## src/rtl/alu_pkg.sv

```systemverilog
// Shared opcode constants, FSM state encoding and request payload for the ALU arbiter.
package alu_pkg;

  localparam int unsigned DATA_W = 4;
  localparam int unsigned OP_W   = 3;

  localparam logic [OP_W-1:0] OP_ADD  = 3'b000;
  localparam logic [OP_W-1:0] OP_SUB  = 3'b001;
  localparam logic [OP_W-1:0] OP_NOT  = 3'b010;
  localparam logic [OP_W-1:0] OP_AND  = 3'b011;
  localparam logic [OP_W-1:0] OP_OR   = 3'b100;
  localparam logic [OP_W-1:0] OP_XOR  = 3'b101;
  localparam logic [OP_W-1:0] OP_ZERO = 3'b110;
  localparam logic [OP_W-1:0] OP_EQ   = 3'b111;

  typedef enum logic [1:0] {
    ST_IDLE = 2'd0,
    ST_EXEC = 2'd1,
    ST_RESP = 2'd2
  } state_e;

  typedef struct packed {
    logic [DATA_W-1:0] a;
    logic [DATA_W-1:0] b;
    logic [OP_W-1:0]   op;
  } alu_req_t;

endpackage

```

## src/rtl/rr_arb2.sv

```systemverilog
// Two-input round-robin grant: a lone requester wins, a tie goes to the priority pointer.
module rr_arb2 (
  input  logic [1:0] valid_i,
  input  logic       prio_i,
  output logic       grant_o,
  output logic       any_o
);

  // Grant index selection
  always_comb begin
    any_o   = |valid_i;
    grant_o = 1'b0;
    if (valid_i == 2'b11) begin
      grant_o = prio_i;
    end else if (valid_i[1]) begin
      grant_o = 1'b1;
    end
  end

endmodule

```

## src/rtl/alu_arbiter.sv

```systemverilog
// Arbitrates two requesters onto one external 4-bit ALU, one operation in flight at a time.
module alu_arbiter
  import alu_pkg::*;
#(
  parameter int unsigned CNT_W = 8
) (
  input  logic              clk,
  input  logic              rst_n,
  input  logic              req_valid_0,
  input  logic              req_valid_1,
  output logic              req_ready_0,
  output logic              req_ready_1,
  input  logic [DATA_W-1:0] req_a_0,
  input  logic [DATA_W-1:0] req_b_0,
  input  logic [OP_W-1:0]   req_op_0,
  input  logic [DATA_W-1:0] req_a_1,
  input  logic [DATA_W-1:0] req_b_1,
  input  logic [OP_W-1:0]   req_op_1,
  output logic              rsp_valid_0,
  output logic              rsp_valid_1,
  output logic [DATA_W-1:0] rsp_data_0,
  output logic [DATA_W-1:0] rsp_data_1,
  input  logic              rsp_ready_0,
  input  logic              rsp_ready_1,
  output logic [DATA_W-1:0] alu_a,
  output logic [DATA_W-1:0] alu_b,
  output logic [OP_W-1:0]   alu_op,
  input  logic [DATA_W-1:0] alu_res,
  output logic              busy,
  output logic [DATA_W-1:0] disp_val,
  output logic [CNT_W-1:0]  done_cnt
);

  state_e             state_q, state_d;
  logic               prio_q, prio_d;
  logic               owner_q, owner_d;
  alu_req_t           alu_q, alu_d;
  logic [DATA_W-1:0]  result_q, result_d;
  logic [CNT_W-1:0]   done_cnt_q, done_cnt_d;

  logic               grant;
  logic               any_valid;
  logic [1:0]         ready_c;
  logic [1:0]         rsp_valid_c;
  logic [1:0]         rsp_ready_vec;
  alu_req_t           req_sel;

  rr_arb2 u_rr_arb2 (
    .valid_i (2'({req_valid_1, req_valid_0})),
    .prio_i  (prio_q),
    .grant_o (grant),
    .any_o   (any_valid)
  );

  assign rsp_ready_vec = {rsp_ready_1, rsp_ready_0};
  assign req_sel = grant ? alu_req_t'{a: req_a_1, b: req_b_1, op: req_op_1}
                         : alu_req_t'{a: req_a_0, b: req_b_0, op: req_op_0};

  // State and datapath registers with synchronous reset
  always_ff @(posedge clk) begin
    if (!rst_n) begin
      state_q    <= ST_IDLE;
      prio_q     <= 1'b0;
      owner_q    <= 1'b0;
      alu_q      <= '0;
      result_q   <= '0;
      done_cnt_q <= '0;
    end else begin
      state_q    <= state_d;
      prio_q     <= prio_d;
      owner_q    <= owner_d;
      alu_q      <= alu_d;
      result_q   <= result_d;
      done_cnt_q <= done_cnt_d;
    end
  end

  // Next-state, operand latch, result capture and acceptance strobes
  always_comb begin
    state_d    = state_q;
    prio_d     = prio_q;
    owner_d    = owner_q;
    alu_d      = alu_q;
    result_d   = result_q;
    done_cnt_d = done_cnt_q;
    ready_c    = 2'b00;
    unique case (state_q)
      ST_IDLE: begin
        if (rst_n && any_valid) begin
          ready_c[grant] = 1'b1;
          owner_d        = grant;
          alu_d          = req_sel;
          state_d        = ST_EXEC;
        end
      end
      ST_EXEC: begin
        result_d = alu_res;
        state_d  = ST_RESP;
      end
      ST_RESP: begin
        if (rsp_ready_vec[owner_q]) begin
          prio_d     = ~owner_q;
          done_cnt_d = done_cnt_q + CNT_W'(1);
          state_d    = ST_IDLE;
        end
      end
      default: begin
        state_d = ST_IDLE;
      end
    endcase
  end

  // Response steering: only the owner sees valid data, and nothing while in reset
  always_comb begin
    rsp_valid_c = 2'b00;
    if (rst_n && (state_q == ST_RESP)) begin
      rsp_valid_c = owner_q ? 2'b10 : 2'b01;
    end
  end

  assign req_ready_0 = ready_c[0];
  assign req_ready_1 = ready_c[1];
  assign rsp_valid_0 = rsp_valid_c[0];
  assign rsp_valid_1 = rsp_valid_c[1];
  assign rsp_data_0  = rsp_valid_c[0] ? result_q : '0;
  assign rsp_data_1  = rsp_valid_c[1] ? result_q : '0;
  assign alu_a       = alu_q.a;
  assign alu_b       = alu_q.b;
  assign alu_op      = alu_q.op;
  assign busy        = (state_q != ST_IDLE);
  assign disp_val    = result_q;
  assign done_cnt    = done_cnt_q;

endmodule

```

## config.mk

```make
export PLATFORM = sky130hd
export DESIGN_NAME = alu_arbiter
export DESIGN_NICKNAME = d
export VERILOG_FILES = /design/src/rtl/alu_pkg.sv /design/src/rtl/rr_arb2.sv /design/src/rtl/alu_arbiter.sv
export SDC_FILE = /design/constraint.sdc
export NUM_CORES = 1
export LEC_CHECK = 0
export CAP_MARGIN = 20
export CELL_PAD_IN_SITES_DETAIL_PLACEMENT = 1
export CELL_PAD_IN_SITES_GLOBAL_PLACEMENT = 1
export CORE_ASPECT_RATIO = 0.6
export CORE_UTILIZATION = 45
export CTS_CLUSTER_SIZE = 8
export DETAILED_ROUTE_END_ITERATION = 16
export DONT_BUFFER_PORTS = 1
export PLACE_DENSITY_LB_ADDON = 0.1
export SLEW_MARGIN = 20
export SYNTH_ARGS = -nofsm -noshare
export SYNTH_HDL_FRONTEND = slang
export SYNTH_HIERARCHICAL = 1
export SYNTH_SLANG_ARGS = --single-unit
```

## constraint.sdc

```tcl
create_clock -name clk -period 2.9 [get_ports clk]
set_input_delay 0.435 -clock clk [delete_from_list [all_inputs] [get_ports clk]]
set_output_delay 0.435 -clock clk [all_outputs]
set_load 0.01 [all_outputs]
```

After elaboration in Yosys (flattened, before gate mapping) --
Cells that the tools add are included.
Cells by class: add/sub/neg operators 1, order comparisons 3, equality and inequality tests 5, mux-type cells 16, bitwise operators 1, reduce and logical (&&, ||, !) cells 9
Operators with widths (count):
- $mux 2 | 6
- $mux 11 | 1
- $add 8x1->8 const B | 1
- $mux 4 | 2
- $pmux 2 s3 | 1
- $reduce_and 2->1 | 3
- $mux 1 | 5
- $eq 2x2->1 const B | 2
- $lt 1x2->1 const B | 2
- $ne 2x2->1 const B | 2
- $logic_and 1x1->1 | 3
- $eq 2x1->1 const B | 1
- $logic_not 2->1 | 1
- $reduce_bool 2->1 | 1
- $reduce_or 2->1 | 1
- $demux 1 s1 | 1
- $ge 1x1->1 const B | 1
- $not 1->1 | 1
Word-level totals: flip-flop bits (word level) 27, bits of input ports 32, output and inout bits 36

Depth between registers and ports, before layout --
Gate-level depths: netlist of the first run.
word-level depth 8, mapped depth 7, gate-level depth less buffers 5

Modules after synthesis --
The synthesis of the first run kept the hierarchy.
Modules (own cells, without submodules):
- alu_arbiter | instances 1, cells an instance 138, area each 1320.0 sq um
- rr_arb2 | instances 1, cells an instance 3, area each 17.5 sq um

Worst setup path after synthesis of the first run --
OpenSTA, ideal clock, no wires.
kind input -> output, start point input rst_n, end point output req_ready_0, arrival 1.382 ns, data required time 2.465 ns, slack 1.083 ns, stages 6, path buffers 3, path through buf_2 nor2b_4 and3b_1 buf_2 buf_6 nor2b_1
Between the ends: cells in the longest elaborated chain, start to end 3
Ends and longest elaborated chain:
- start, declared | RTL line alu_arbiter.sv:8 | input logic rst_n,
- $logic_and 1x1->1 | RTL line alu_arbiter.sv:89 | if (rst_n && any_valid) begin
- $mux 2 | RTL line alu_arbiter.sv:89
- $mux 2 | RTL line alu_arbiter.sv:87 | unique case (state_q)
- end, declared | RTL line alu_arbiter.sv:11 | output logic req_ready_0,
No other way between the ends.

Worst setup path after layout of the first run --
start point register state_q[0], end point output req_ready_0
Between the ends: cells in the longest elaborated chain, start to end 2
Ends and longest elaborated chain:
- start, declared | RTL line alu_arbiter.sv:34 | state_e state_q, state_d;
- start signal, assigned | RTL line alu_arbiter.sv:69 | state_q <= state_d;
- $logic_not 2->1 | RTL line alu_arbiter.sv:87
- $mux 2 | RTL line alu_arbiter.sv:87
No other way between the ends.

==> reports/metrics.yaml, run 1 <==
run_status: "finished, final reports clean"
crit_chain: "nor2b_4 > and3b_1 > nor2b_1"
hold_viol: 0
slowest_stage: "and3b_1"
dpl_worst_slack_ps: 1097
drive_above_1_share_pct: 7.246
vias: 979
synth_seq_area_share_pct: 40.41
min_period_ps: 2013
fin_skew_ps: 3.809
clock-sinks: 27
switching_share_pct: 26.33
p_int_uw: 540.0
antenna_found_initial: 0
synth_xor_area_share_pct: 3.274
synth_top_area_share_pct: 40.41
max_cap_viol_count: 0
power.density_nw_per_um2: 524.9
cts-htree-levels: 1
fp.dieH_um: 44.23
pwr-share-clk_pct: 28.6
ioPinCount: 68
synth-seq-cells: 27
r2r-end: "done_cnt[7]"
final_cells: 178
drt_iter0_markers: 37
antennaDiodeCount: 0
synth_top_family_by_area: "simple AND/OR/NAND/NOR gates"
crit-reg2reg-launch: "owner_q"
numCtsBuffers: 3
ys.flop_type: "dfxtp_1"
pwr-share-comb_pct: 13.1
dp_hpwl_um: 2309
clockBufferDepth: 2
grt_pass1_vias: 888
ant_nets: 0
min_from: "rst_n"
root_buffer: "clkbuf_8"
synthCells: 141
coreArea_sq_um: 2663
cp.arrival_ps: 1580
vias_per_cell: 5.500
clk_latency_ps: 270
grt_pass1_wl_um: 4609
finalSetupViolCount: 0
grt_overflow: 0
nets: 172
tns_ps: 0
synthAdderAreaFrac_pct: 0.9355
dp_cells: 174
initial_utilization_pct: 50.23
synthArstFlopShare_pct: 0
worst-setup-path-type: "flop to output pin"
p_leak_uw: 0.0006792
grt_max_degree: 29
tightest_slew_ps: 497.3
grt.total_usage_pct: 19.66
drcViolationCount: 0
rr_worst_depth: 4
dieArea_sq_um: 3202
period_share_pct: 69.40
synth-edff-count: 0
synth-compound-area-share_pct: 12.82
synth_mux_area_share_pct: 13.00
rsz0062_at_grt: "no"
holdPathEnd: "done_cnt[6]"
slew_violations: 0
portBuffers: 0
synth_most_common_cell: "dfxtp_1"
first_pass_iters: 3
gp_congestion: 0.7550
rows: 14
avgSynthCellArea_sq_um: 9.486
post-synth-top-area-cell: "dfxtp_1"
synthTopCellsByArea: "dfxtp_1 40%, mux2i_1 12%, o211a_1 8.2%, and2_1 7.0%, nand2_1 5.3%"
synth-simple-area-share_pct: 25.35
syn_area_sq_um: 1338
post_cts_resized: 0
holdBufCountCts: 0
finalWorstSetupSlack_ps: 887.4
min_path_type: "primary input to flop"
synthToLayoutAreaGrowth_pct: 4.397
slew_headroom_pct: 66.19
avgRoutedWirePerCell_um: 16.79
seq_power_share_pct: 58.4
syn_nets: 174
synth_cell_types: 32
max_freq_ghz: 0.4969
ir_worst_vdd_v: 0.0003003
wl_um: 2989
crit_path_end_kind: "output pin"
cp-start-kind: "flop"
cts_tree: "done"
p_switching_uw: 193.0
fill_cells: 315
holdPathStages: 1
cp_max_fo: 17
slowest_delay_ps: 490
post-cts-setup-buffer-count: 0
die_x_um: 72.39
rrSetupSlack_ps: 1310
netlist_top_cells_count: "27 x dfxtp_1, 19 x nand2_1, 16 x mux2i_1, 15 x and2_1, 11 x o211a_1"
yosysWarnings: 6
clk_pin_slew_ps: 90
crit_required_ps: 2470
-- per-layer routing --
layer / vias to the layer above / GRT usage [%] / wire length (um)
met3: 2 / 7.973 / 274
li1: 476 / - / -
met4: 0 / 3.529 / 17
met5: - / 0 / 0
met1: 455 / 25.28 / 1431
met2: 46 / 31.78 / 1266
-- power groups by stage --
| stage | sequential [uW] | clock [uW] | combinational, uW |
|---|---|---|---|
| 3_3_place_gp | 435 | 0 | 91.6 |
| 4_1_cts | 428 | 217 | 97.9 |
| 5_1_grt | 431 | 234 | 107 |
| 6_report | 428 | 209 | 95.7 |
| 3_5_place_dp | 436 | 0 | 97.5 |
| 2_1_floorplan | 430 | 0 | 91.7 |
-- worst max path at each step --
stage          cells past startpoint        from     endpoint
2_1_floorplan                      6       rst_n  req_ready_0
3_3_place_gp                       3       rst_n  req_ready_0
3_5_place_dp                       3       rst_n  req_ready_0
4_1_cts                            3  state_q[0]  req_ready_0
5_1_grt                            3  state_q[0]  req_ready_0
6_report                           3  state_q[0]  req_ready_0
-- metrics by stage --
step           util [%]  hold WS [ps]  instance area (sq um)  total power [uW]
6_report          52.44         286.2                   1396             733.0
5_1_grt           52.44         270.9                   1396             772.3
4_1_cts           52.44         279.7                   1396             743.3
3_5_place_dp      50.70         519.0                   1350             534.0
3_3_place_gp      50.70         507.0                   1350             526.9
2_1_floorplan         -         489.6                   1338             521.3
-- cell usage in the layout, fill, tap and decap left out, types with 2 or more instances in the layout --
cell      instances
nor2b_1           7
dfxtp_1          27
buf_4             2
nor2_1            3
xor2_1            5
a21boi_0          2
mux2i_1          16
clkbuf_8          3
a21boi_1          2
nand4_1           2
nand2_1          19
o21ai_0           2
nand2b_1          3
o211a_1          11
and2_1           15
nor3_1            3
-- registers in the layout, summed over array words and instances, names as in the netlist --
name      flops
owner_q       1
alu_a         4
done_cnt      8
alu_b         4
prio_q        1
alu_op        3
disp_val      4
state_q       2
-- cells by family (layout without fill, tap and decap cells) --
logic type	count (synthesis)	count (layout)
AOI/OAI and AO/OA	20	20
xor gates and xnor gates	5	5
adders and majority gates	1	1
buffers and inverters	10	7
DFF	27	27
muxes	17	17
and+or+nand+nor	61	61
-- layout make-up --
type / count / area [sq um] / share of cell area, %
clock inverters: 1 / 5.005 / 0.3584
multi-input cells: 104 / 740.7 / 53.05
well taps: 40 / 50.05 / 3.584
clock buffers: 3 / 41.29 / 2.957
flip-flops and latches: 27 / 540.5 / 38.71
repair buffers: 2 / 15.01 / 1.075
inverters: 1 / 3.754 / 0.2688
-- critical path: cells and delay by family (launching register included) --
family / cells / cell delay [ps]
flip-flops: 1 / 380
AND/OR/NAND/NOR: 3 / 930
Note: power is estimated with default switching activity, not from simulation.
==> run 2, diff against run 1 <==
--- a/config.mk
+++ b/config.mk
@@ -9,7 +9,7 @@
 export CELL_PAD_IN_SITES_DETAIL_PLACEMENT = 1
 export CELL_PAD_IN_SITES_GLOBAL_PLACEMENT = 1
 export CORE_ASPECT_RATIO = 0.6
-export CORE_UTILIZATION = 45
+export CORE_UTILIZATION = 39
 export CTS_CLUSTER_SIZE = 8
 export DETAILED_ROUTE_END_ITERATION = 16
 export DONT_BUFFER_PORTS = 1
==> constraint.sdc (replaced) <==
create_clock -name clk -period 1.6 [get_ports clk]
set_input_delay 0.24 -clock clk [delete_from_list [all_inputs] [get_ports clk]]
set_output_delay 0.24 -clock clk [all_outputs]
set_load 0.01 [all_outputs]
==> run 2 against run 1 <==
Power increased by 82%. Final area increased by 3.6%. Setup slack got worse by 790 ps. Register-to-register slack got worse by 1200 ps. Global-route usage decreased by 3.1 points. Flip-flop and latch count unchanged. Highest routed layer unchanged. Largest cell class unchanged.
==> reports/metrics.yaml, run 2 (synthesized netlist as in run 1, its figures left out) <==
fp.dieH_um: 47.36
portBuffers: 0
synthToLayoutAreaGrowth_pct: 8.139
antenna_found_initial: 0
grt_max_degree: 29
dpl-instance-area_sq_um: 1386
numCtsBuffers: 3
avgRoutedWirePerCell_um: 15.93
vias: 992
fin_skew_ps: 7.580
gp_congestion: 0.8096
cts_tree: "done"
largest_register_ffs: 8
cp.arrival_ps: 1260
slew_headroom_pct: 78.57
finalWorstSetupSlack_ps: 96.57
clk_pin_slew_ps: 90
cts-htree-levels: 1
max_cap_viol_count: 0
dpl_worst_slack_ps: 160.6
holdBufCountCts: 0
drcViolationCount: 0
wl_um: 2978
period_share_pct: 93.96
cp_max_fo: 6
tns_ps: 0
final_area_sq_um: 1446
grt_pass1_vias: 948
worst-setup-path-type: "flop to output pin"
max_freq_ghz: 0.6651
clk_latency_ps: 270
grt_pass1_wl_um: 4554
grt.total_usage_pct: 16.56
crit_path_end_kind: "output pin"
crit_chain: "nor2b_4 > and3_2 > and2_1"
ant_nets: 0
nets: 176
coreArea_sq_um: 3263
final_common_cell: "dfxtp_1"
ir_worst_vdd_v: 0.0004076
ioPinCount: 68
rsz0062_at_grt: "no"
cp-start-kind: "flop"
die_x_um: 77.61
min_period_ps: 1503
clock-sinks: 27
rows: 16
hold_viol: 0
slew_violations: 0
power.total_uw: 1336
vias_per_cell: 5.305
grt_overflow: 0
power.density_nw_per_um2: 923.9
p_leak_uw: 0.0006992
tightest_slew_ps: 321.4
initial_utilization_pct: 40.99
antennaDiodeCount: 0
dieArea_sq_um: 3675
clockBufferDepth: 2
path_delay_family: "simple AND/OR/NAND/NOR gates"
dp_hpwl_um: 2256
path_buf_inv: 0
run_status: "finished, final reports clean"
drive_above_1_share_pct: 13.38
crit_required_ps: 1360
slowest_delay_ps: 450
min_path_type: "primary input to flop"
slowest_stage: "dfxtp_1"
root_buffer: "clkbuf_8"
finalSetupViolCount: 0
layout_common_cells: "26 x dfxtp_1, 19 x nand2_1, 16 x mux2i_1"
drt_iter0_markers: 31
first_pass_iters: 2
==> run 2: final timing paths <==
kind	startpoint	end	slack [ps]	cells after the start
setup / recovery	state_q[0]	rsp_data_1[0]	100	3
hold / removal	rst_n	done_cnt[4]	90	1
hold reg to reg	done_cnt[7]	done_cnt[7]	530	2
setup reg to reg	owner_q	done_cnt[7]	140	5
==> run 2: layer usage <==
metal  global-route usage (%)  up-vias  part of all wire [%]  routed length, um
met4                    2.642        0                  0.34                 10
li1                         -      483                     -                  -
met2                    27.96       42                    43               1279
met5                        0        -                     0                  0
met3                    8.350        2                    10                303
met1                    19.79      465                    46               1384
==> run 2: area by class of cell <==
class,count,area (sq um)
Sequential cell,27,541.8
Multi-Input combinational cell,104,750.7
Tap cell,45,56.30
Inverter,1,3.754
Timing Repair Buffer,6,48.80
Clock buffer,4,45.04
Fill cell,375,1817
==> run 2: through the flow <==
stage                     utilization [%]  std cells  hold slack [ps]
after floorplan                         -        141            406.2
after global placement              42.48        183            365.6
after detailed placement            42.48        183            369.6
after CTS                           43.86        187            83.08
after global routing                44.33        187            71.44
final                               44.33        187            89.00
==> run 2: what timing repair did <==
action | 4_1_cts | 5_1_grt
gates resized for setup | 0 | 7
setup buffers | 0 | 0
setup endpoints to repair | 0 | 11
==> run 2: worst register-to-register path, cell delays in order (launching register included) <==
cell and delay [ps]:
dfxtp_1 380, mux2i_2 170, buf_4 170, nor2_1 250
nand4_1 220, mux2i_1 160
==> run 2: report_power, final <==
part           total, uW  internal, uW  switching, uW
Sequential           775           718           57.0
Combinational        185          97.1           88.2
Clock                375           178            197
Total               1340           994            343
==> run 3, diff against run 2 <==
--- a/config.mk
+++ b/config.mk
@@ -6,14 +6,11 @@
 export NUM_CORES = 1
 export LEC_CHECK = 0
 export CAP_MARGIN = 20
-export CELL_PAD_IN_SITES_DETAIL_PLACEMENT = 1
-export CELL_PAD_IN_SITES_GLOBAL_PLACEMENT = 1
 export CORE_ASPECT_RATIO = 0.6
-export CORE_UTILIZATION = 39
+export CORE_UTILIZATION = 35
 export CTS_CLUSTER_SIZE = 8
 export DETAILED_ROUTE_END_ITERATION = 16
 export DONT_BUFFER_PORTS = 1
-export PLACE_DENSITY_LB_ADDON = 0.1
 export SLEW_MARGIN = 20
 export SYNTH_ARGS = -nofsm -noshare
 export SYNTH_HDL_FRONTEND = slang
==> run 3 against run 2 <==
Global-route usage shrank 1.1 points. Via count grew 1.2%. Register-to-register slack gained 70 ps. Flip-flop and latch count stayed put. Sequential power barely moved. Critical path type unchanged.
==> reports/metrics.yaml, run 3 (synthesized netlist as in run 1, its figures left out) <==
run_status: "finished, final reports clean"
grt_use_met2_pct: 23.00
initial_utilization_pct: 38.84
coreArea_sq_um: 3443
max_cap_viol_count: 0
clockBufferDepth: 2
hold_viol: 0
ioPinCount: 68
nets: 177
gr-usage-met1_pct: 21.14
min_path_type: "primary input to flop"
synthToLayoutAreaGrowth_pct: 9.354
antennaDiodeCount: 0
ir_worst_vdd_v: 0.0004384
clk_pin_slew_ps: 90
period_share_pct: 95.13
largest_register_ffs: 8
max_freq_ghz: 0.6570
gr-max-usage-layer: "met2"
clock-sinks: 27
die_x_um: 81.81
fp.dieH_um: 49.89
ant_nets: 0
power.total_uw: 1362
slew_violations: 0
crit_required_ps: 1360
grt_max_degree: 29
cp.arrival_ps: 1280
pwr-share-clk_pct: 28.6
avgRoutedWirePerCell_um: 15.26
holdBufCountCts: 0
pwr-share-comb_pct: 14.5
rrSetupSlack_ps: 210
gr-usage-met3_pct: 5.556
cts_tree: "done"
drive_above_1_share_pct: 12.59
cts-htree-levels: 1
min_period_ps: 1522
cp-start-kind: "flop"
p_leak_uw: 0.0007058
final_common_cell: "dfxtp_1"
drt_iter0_markers: 57
dp_hpwl_um: 2088
numCtsBuffers: 3
vias_per_cell: 5.340
dieArea_sq_um: 4081
slew_headroom_pct: 79.58
power.density_nw_per_um2: 930.9
p_switching_uw: 358.6
drcViolationCount: 0
grt_pass1_wl_um: 4698
worst-setup-path-type: "flop to output pin"
finalSetupViolCount: 0
crit_path_end_kind: "output pin"
seq_power_share_pct: 56.9
gp_congestion: 0.8290
layout_common_cells: "27 x dfxtp_1, 19 x nand2_1, 16 x mux2i_1"
switching_share_pct: 26.34
cp_max_fo: 6
grt_pass1_vias: 948
portBuffers: 0
root_buffer: "clkbuf_8"
rows: 16
grt.total_usage_pct: 15.47
wl_um: 2868
clk_latency_ps: 270
utilization_pct: 42.48
p_int_uw: 1003
grt_overflow: 0
antenna_found_initial: 0
tightest_slew_ps: 306.4
first_pass_iters: 4
vias: 1004
fin_skew_ps: 2.172
==> run 3: cell count changes in the layout (fill, tap and decap cells not counted), sizes merged <==
cell	delta
buf	+1
==> run 3: power by group through the flow <==
stage | registers, uW | logic (uW) | clock network, uW
2_1_floorplan | 779 | 166 | 0
3_3_place_gp | 789 | 173 | 0
3_5_place_dp | 790 | 182 | 0
4_1_cts | 774 | 182 | 401
5_1_grt | 783 | 222 | 450
6_report | 775 | 198 | 389
==> run 3: worst max-delay path, cell delays in order, from the launching register on <==
cell	delay, ps
dfxtp_1	460
nor2b_4	70
and3_2	270
and2_1	210
==> run 3: repair_timing <==
item                                   4_1_cts  5_1_grt
endpoints found under the hold margin        0        0
setup endpoints to repair                    0       11
resized for setup                            0        5
buffers inserted                             0        2
==> run 3: final timing paths <==
kind,cells past startpoint,endpoint,start
setup / recovery,3,rsp_data_1[1],state_q[0]
hold / removal,1,owner_q,rst_n
setup reg to reg,5,done_cnt[0],owner_q
hold reg to reg,2,done_cnt[7],done_cnt[7]
==> run 3: per-stage QoR <==
stage	cell area, sq um	instances	setup TNS [ps]	hold WS [ps]	setup slack (ps)
floorplan	1338	141	0	406.2	163.4
finish	1463	188	0	87.52	77.85
CTS	1424	186	0	75.16	9.421
global route	1463	188	-6.938	66.79	-4.930
global placement	1379	182	0	361.8	272.8
detailed placement	1379	182	0	365.8	259.3
==> run 3: cell type report <==
| class | count | area (sq um) |
|---|---|---|
| Timing Repair Buffer | 7 | 68.82 |
| Clock buffer | 4 | 45.04 |
| Sequential cell | 27 | 540.5 |
| Inverter | 1 | 3.754 |
| Multi-Input combinational cell | 104 | 748.2 |
| Tap cell | 45 | 56.30 |
| Fill cell | 341 | 1981 |
==> run 3: metal layers <==
layer,share of wire [%],up-vias
met5,0,-
li1,-,487
met3,9.3,0
met4,0,0
met1,46,472
met2,45,45
